**config.mk**
```make
export PLATFORM = sky130hd
export DESIGN_NAME = ntt_butterfly_sequencer
export DESIGN_NICKNAME = d
export VERILOG_FILES = /design/src/rtl/ntt_butterfly_sequencer.sv
export SDC_FILE = /design/constraint.sdc
export NUM_CORES = 1
export LEC_CHECK = 0
export ABC_CLOCK_PERIOD_IN_PS = 3600
export CORE_ASPECT_RATIO = 1.5
export CORE_MARGIN = 2
export CORE_UTILIZATION = 45
export CTS_CLUSTER_DIAMETER = 200
export DETAILED_ROUTE_END_ITERATION = 8
export PLACE_DENSITY = 0.69
export SYNTH_ARGS = -nofsm -noshare
export SYNTH_HDL_FRONTEND = slang
export SYNTH_SLANG_ARGS = --single-unit
```
**constraint.sdc**
```tcl
create_clock -name clk -period 3.6 [get_ports clk]
set_input_delay 0.54 -clock clk [delete_from_list [all_inputs] [get_ports clk]]
set_output_delay 0.54 -clock clk [all_outputs]
set_load 0.005 [all_outputs]
```
**src/rtl/ntt_butterfly_sequencer.sv**
```systemverilog
// In-place radix-2 NTT butterfly scheduler; define NTT_INVERSE_EN for descending-stage (inverse) order and tw_inv.
// Latency: first rd_en 2 cycles after start is presented, wr_en trails rd_en by PIPE_LAT, done after LOG_N*(N/2+PIPE_LAT)+2.
// Backpressure: stall freezes issue while running; the write delay line keeps shifting regardless.
module ntt_butterfly_sequencer #(
  parameter int LOG_N    = 8,
  parameter int PIPE_LAT = 4
) (
  input  logic             clk,
  input  logic             rst,
  input  logic             start,
  input  logic             stall,
`ifdef NTT_INVERSE_EN
  input  logic             inverse,
  output logic             tw_inv,
`endif
  output logic             busy,
  output logic             done,
  output logic [3:0]       stage,
  output logic             rd_en,
  output logic [LOG_N-1:0] rd_addr_a,
  output logic [LOG_N-1:0] rd_addr_b,
  output logic [LOG_N-2:0] tw_addr,
  output logic             wr_en,
  output logic [LOG_N-1:0] wr_addr_a,
  output logic [LOG_N-1:0] wr_addr_b
);
  localparam int JW = LOG_N - 1;
  localparam int DW = $clog2(PIPE_LAT + 1);
  localparam logic [JW-1:0] J_LAST = '1;

  typedef enum logic [1:0] {IDLE, RUN, DRAIN, FIN} state_t;

  typedef struct packed {
    logic             en;
    logic [LOG_N-1:0] a;
    logic [LOG_N-1:0] b;
  } wrSlot_t;

  state_t           state, stateNxt;
  logic [JW-1:0]    jCnt, jNxt;
  logic [DW-1:0]    drainCnt, drainNxt;
  logic [3:0]       stageNxt, firstStage, stageStep;
  logic             lastStage;
  logic             busyNxt, doneNxt, rdEnNxt;
  logic [LOG_N-1:0] addrANxt, addrBNxt;
  logic [LOG_N-1:0] jWide, lowMask, issueA, issueB;
  logic [JW-1:0]    twNxt, issueTw;
  wrSlot_t [PIPE_LAT-1:0] delayLine;

`ifdef NTT_INVERSE_EN
  logic invLat;

  always_ff @(posedge clk or negedge rst) begin
    if (!rst) begin
      invLat <= 1'b0;
    end else if (state == IDLE && start) begin
      invLat <= inverse;
    end
  end

  assign tw_inv     = invLat;
  assign firstStage = inverse ? 4'(LOG_N - 1) : 4'd0;
  assign lastStage  = invLat ? (stage == 4'd0) : (stage == 4'(LOG_N - 1));
  assign stageStep  = invLat ? stage - 4'd1 : stage + 4'd1;
`else
  assign firstStage = 4'd0;
  assign lastStage  = (stage == 4'(LOG_N - 1));
  assign stageStep  = stage + 4'd1;
`endif

  // Butterfly (stage, j): splice a zero into j at bit 'stage' to get the upper operand.
  always_comb begin
    jWide   = {1'b0, jCnt};
    lowMask = (LOG_N'(1) << stage) - LOG_N'(1);
    issueA  = ((jWide & ~lowMask) << 1) | (jWide & lowMask);
    issueB  = issueA | (LOG_N'(1) << stage);
    issueTw = (jCnt & lowMask[JW-1:0]) << (4'(LOG_N - 1) - stage);
  end

  always_comb begin
    stateNxt = state;
    jNxt     = jCnt;
    drainNxt = drainCnt;
    stageNxt = stage;
    busyNxt  = busy;
    doneNxt  = 1'b0;
    rdEnNxt  = 1'b0;
    addrANxt = rd_addr_a;
    addrBNxt = rd_addr_b;
    twNxt    = tw_addr;
    unique case (state)
      IDLE: begin
        if (start) begin
          stateNxt = RUN;
          jNxt     = '0;
          stageNxt = firstStage;
          busyNxt  = 1'b1;
        end
      end
      RUN: begin
        if (!stall) begin
          rdEnNxt  = 1'b1;
          addrANxt = issueA;
          addrBNxt = issueB;
          twNxt    = issueTw;
          if (jCnt == J_LAST) begin
            stateNxt = DRAIN;
            drainNxt = '0;
          end else begin
            jNxt = jCnt + JW'(1);
          end
        end
      end
      DRAIN: begin
        drainNxt = drainCnt + DW'(1);
        // The next stage's first read may overlap the last write; the final stage
        // waits one more cycle so done lands after that write.
        if (!lastStage && drainCnt == DW'(PIPE_LAT - 1)) begin
          stateNxt = RUN;
          stageNxt = stageStep;
          jNxt     = '0;
        end else if (lastStage && drainCnt == DW'(PIPE_LAT)) begin
          stateNxt = FIN;
          busyNxt  = 1'b0;
          doneNxt  = 1'b1;
        end
      end
      FIN: begin
        stateNxt = IDLE;
      end
    endcase
  end

  always_ff @(posedge clk or negedge rst) begin
    if (!rst) begin
      state     <= IDLE;
      jCnt      <= '0;
      drainCnt  <= '0;
      stage     <= '0;
      busy      <= 1'b0;
      done      <= 1'b0;
      rd_en     <= 1'b0;
      rd_addr_a <= '0;
      rd_addr_b <= '0;
      tw_addr   <= '0;
    end else begin
      state     <= stateNxt;
      jCnt      <= jNxt;
      drainCnt  <= drainNxt;
      stage     <= stageNxt;
      busy      <= busyNxt;
      done      <= doneNxt;
      rd_en     <= rdEnNxt;
      rd_addr_a <= addrANxt;
      rd_addr_b <= addrBNxt;
      tw_addr   <= twNxt;
    end
  end

  always_ff @(posedge clk or negedge rst) begin
    if (!rst) begin
      delayLine <= '0;
    end else begin
      delayLine[0] <= '{en: rd_en, a: rd_addr_a, b: rd_addr_b};
      for (int i = 1; i < PIPE_LAT; i++) begin
        delayLine[i] <= delayLine[i-1];
      end
    end
  end

  assign wr_en     = delayLine[PIPE_LAT-1].en;
  assign wr_addr_a = delayLine[PIPE_LAT-1].a;
  assign wr_addr_b = delayLine[PIPE_LAT-1].b;

endmodule

```
# [Yosys cells after proc, flatten, opt, wreduce, memory -nomap -nowiden]
# Cells that the tools add are included.
[classes] addsub=5 n_eq_ne=15 n_shift=2 muxes=26 bitwise_logic=7 n_reduce_logical=13
[op_table] op="7-bit 2-to-1 mux" count=4
[op_table] op="7-bit one-hot mux with 3 select lines" count=1
[op_table] op="8-bit bitwise OR" count=2
[op_table] op="7-bit AND" count=2
[op_table] op="2-bit inequality test (second input constant)" count=7
[op_table] op="2-bit 2-to-1 mux" count=5
[op_table] op="7-bit by 8-bit AND with 8-bit output" count=1
[op_table] op="1-bit 2-to-1 mux" count=8
[op_table] op="4-bit 2-to-1 mux" count=2
[op_table] op="2-bit one-hot mux with 4 select lines" count=1
[op_table] op="4-bit one-hot mux with 2 select lines" count=1
[op_table] op="4-bit AND reduction" count=2
[op_table] op="1-bit by 4-bit << shifter with 8-bit output (first input constant)" count=1
[op_table] op="8-bit by 2-bit subtractor with 8-bit output (second input constant)" count=1
[op_table] op="7-bit by 1-bit adder with 7-bit output (second input constant)" count=1
[op_table] op="7-bit == test (second input constant)" count=1
[op_table] op="7-bit NOT" count=1
[op_table] op="7-bit by 4-bit << shifter with 7-bit output" count=1
[op_table] op="3-bit 2-to-1 mux" count=2
[op_table] op="3-bit one-hot mux with 2 select lines" count=1
[op_table] op="3-bit AND reduction" count=2
[op_table] op="5-bit AND reduction" count=1
[op_table] op="4-bit by 1-bit adder with 4-bit output (second input constant)" count=1
[op_table] op="2-bit == test (second input constant)" count=2
[op_table] op="15 further kinds" count=17
[word_totals] regBits=110 inputBits=4 out_inout_bits=47 elab_cells=90

# [Depth between registers and ports, before layout]
[logic_depth] depth_word=6 mapped_depth=11 depth_no_buf=9

# [Worst setup path after synthesis]
# Ideal clock, no wire load.
[synth_timing] path_kind="register to register" start="register stage[0]" end="register rd_addr_b[5]" setup_ns=0.121 arrival_time_ns=2.521 required_ns=3.479 path_slack_ns=0.958 stages_incl_launch_ff=12 n_path_buf=2 synth_period_minus_slack_ns=2.642 path_cell_list="dfrtp_1 buf_2 inv_1 ha_1 buf_6 or3b_1 ha_1 nand2b_1 mux2i_1 a21oi_1 a221o_1 o22a_1"
[synth_between] elab_chain_cells=6 elab_cells_between_ends=7 cone_classes="add/sub: 1; shift: 1; bitwise: 5"
[synth_rtl] item="from (decl)" line="18" source="output logic [3:0] stage,"
[synth_rtl] item="from (signal assigned)" line="150" source="stage <= stageNxt;"
[synth_rtl] item="1-bit by 4-bit << shifter with 8-bit output *" line="74, 76"
[synth_rtl] item="8-bit by 2-bit subtractor with 8-bit output" line="74" source="lowMask = (LOG_N'(1) << stage) - LOG_N'(1);"
[synth_rtl] item="7-bit NOT" line="75" source="issueA = ((jWide & ~lowMask) << 1) | (jWide & lowMask);"
[synth_rtl] item="7-bit AND" line="75"
[synth_rtl] item="8-bit bitwise OR" line="75"
[synth_rtl] item="8-bit bitwise OR *" line="76" source="issueB = issueA | (LOG_N'(1) << stage);"
[synth_rtl] item="to (signal assigned)" line="155" source="rd_addr_b <= addrBNxt;"
[synth_rtl] item="to (decl)" line="21" source="output logic [LOG_N-1:0] rd_addr_b,"
# Mark *: on every way between the ends. The rest lies on a longest branch, timed or not.
# A chain may end at the register's enable or synchronous reset.

# [Worst setup path in the final report]
[layout_timing] start="register stage[0]" end="register rd_addr_b[7]"
# Same word-level chain as after synthesis.

==> impl_metrics.toml <==
[run_status]
status = "completed"

[detailed_routing]
routed_wl_um = 8412
via_count = 2639
viasPerCell = 5.353
drc_errors = 0
ant_nets = 0
drt_iter0_markers = 198
drt_pass1_iterations = 4
wl_per_cell_um = 17.06

[clock_network]
insertion_delay_ns = 0.35
path_clk_slew_ns = 0.07
htree_levels = 3
cts_tree = "yes"
clock_path_buffers = 2
cts-root-buf = "clkbuf_16"
clock_sinks = 110
cts_resized = 0
cts_hold_buf = 0
post-cts-setup-buffer-count = 0
cts_buffers = 9

[job]
cap_viol_max_count = 0

[sta]
tns_ns = 0
period_needed_ns = 3.036
holdWs_ns = 0.2626
relSlewSlack_pct = 39.38
rsz0062_at_grt = "false"
clock_skew_ns = 0.005005
finalHoldViolCount = 0
setup_viol = 0
worst_slew_pin_slew_ns = 0.9093
fin_crit_sh_pct = 84.32
fmax_mhz = 329.4
layout_setup_ws_ns = 0.5645
drv_slew = 0

[final_layout]
num_antenna_cells = 0
syn_to_final_growth_pct = 17.77
fillers = 784
drive_gt1_share_pct = 7.612
fin_nets = 391
final_util_pct = 54.17
design_area_sq_um = 4984
register_area_sq_um = 2753
multi_input_area_sq_um = 1206

[power_and_ir_drop]
ir_drop_mv = 0.3735
powerDensity_nw_per_um2 = 638.5
p_leak_nw = 2.230

[global_route]
grt_pass1_wl_um = 13640
grt_usage_pct = 17.54
grt_util_met3_pct = 3.430
antenna_found_initial = 0
gr-usage-met1_pct = 22.03
grt_pass1_vias = 2569
grt.busiest_layer = "met2"
grt_max_degree = 67
grt.overflow.total = 0
use_met2_pct = 28.33

[logic_synthesis]
synth_most_common_cell = "dfrtp_1"
synth.distinct_cells = 57
synth-async-reset-ratio_pct = 100.0
synth_cells = 342
ys_seq_elements = 110
synth_area_per_cell_sq_um = 12.37
synthTopCellsByArea = "dfrtp_1, buf_4, ha_1, nand2_1, nor2_1"
synth_edf_count = 0
synth_top_area_share_pct = 65.05
netlist_area_sq_um = 4232
seq_area_frac_synth_pct = 65.05
synth_ff_type = "dfrtp_1"
synth_fp_nets = 357
synth_top_area_cell = "dfrtp_1"
yosysWarningCount = 0
synthTopCellsByCount = "dfrtp_1, nand2_1, nor2_1"

[die]
start_util_pct = 45.99
rows = 43
die_width_um = 83.18
boundaryPins = 51
core_region_area_sq_um = 9200
die-area_sq_um = 10210
die_h_um = 122.8

[placed_design]
io_buffers = 50
place_congestion = 0.8990
dpl_cell_area_sq_um = 4698
dp_hpwl_um = 5965
place_ws_ns = 0.5977

[setup_path]
r2r_setup_slack_ns = 0.56
path_class = "reg -> reg"
arrival_ns = 3.27
r2r_start = "stage[0]"
worstSetupStartpointType = "flip-flop"
end_kind = "flip-flop"
reg2regPathDepth = 9
path_max_fanout = 13
worstPathRequired_ns = 3.84
regToRegEndpoint = "rd_addr_b[7]"

[min_path]
hold_class = "in -> async"
[sequential cells by signal (all words and copies together), names as in the netlist]
name / count
done: 1
wr_en: 1
rd_addr_b: 8
rd_addr_a: 8
wr_addr_a: 8
delayLine: 51
tw_addr: 7
wr_addr_b: 8
stage: 4
drainCnt: 3
rd_en: 1
state: 2
jCnt: 7
busy: 1
[per-layer routing]
layer	up-vias	wire (um)
li1	1231	-
met1	1304	3546
met4	0	391
met2	79	4158
met3	25	316
met5	-	0
[placed cells by master, fill, tap and decap left out, types with 5 or more instances in the layout]
cell,netlist,final
nor2_1,23,23
clkbuf_16,0,9
o21ai_0,16,16
clkdlybuf4s50_1,0,49
nand2b_1,5,5
xnor2_1,5,5
inv_1,16,16
a21oi_1,13,13
buf_4,19,6
ha_1,11,11
nor2b_1,5,5
nand2_1,27,27
dfrtp_1,110,110
nand4_1,7,7
[stage by stage]
step,total power [mW],instances
2_1_floorplan,1.971,342
3_3_place_gp,2.257,477
3_5_place_dp,2.273,477
4_1_cts,3.220,493
5_1_grt,3.338,493
6_report,3.182,493
[logic make-up (layout without fill, tap and decap cells)]
group	count (synthesis)	after routing	synth area share [%]
AO/OA/AOI/OAI	75	75	12.57
XOR/XNOR	6	6	1.242
buffers and inverters	49	88	6.446
multiplexers	3	3	0.7097
adder cells (fa/ha/maj)	11	11	3.252
flip-flops	110	110	65.05
AND/OR/NAND/NOR	88	88	10.73
[worst max-delay path by stage]
stage	depth (start not counted)	start	slack (ns)	end
after global placement	9	stage[0]	0.69	rd_addr_b[7]
final	9	stage[0]	0.56	rd_addr_b[7]
after floorplan	11	stage[0]	0.96	rd_addr_b[5]
after CTS	9	stage[0]	0.58	rd_addr_b[7]
after detailed placement	9	stage[0]	0.60	rd_addr_b[7]
after global routing	9	stage[0]	0.30	rd_addr_b[7]
[report_power, final]
part | internal, mW | leakage, nW | switching [mW]
combinational | 0.305 | 0.747 | 0.265
clock | 0.497 | 0.136 | 0.447
sequential | 1.52 | 1.35 | 0.152
[cell type report]
cell class,count,area share [%]
tap,112,2.812
sequential,110,55.23
clock inverter,5,0.8536
multi-input combinational,183,24.20
clock buffer,11,4.871
timing repair buffer,55,10.75
inverter,17,1.280
[critical path, cell delays in order (launching register included)]
cell and delay (ns):
dfrtp_1 0.52, inv_1 0.23, ha_1 0.37, or3b_1 0.43
ha_1 0.27, nand2b_1 0.13, nor2_1 0.05, a311oi_1 0.58
o221ai_1 0.20, o21a_1 0.15
Power figures use the tool's default switching activity.
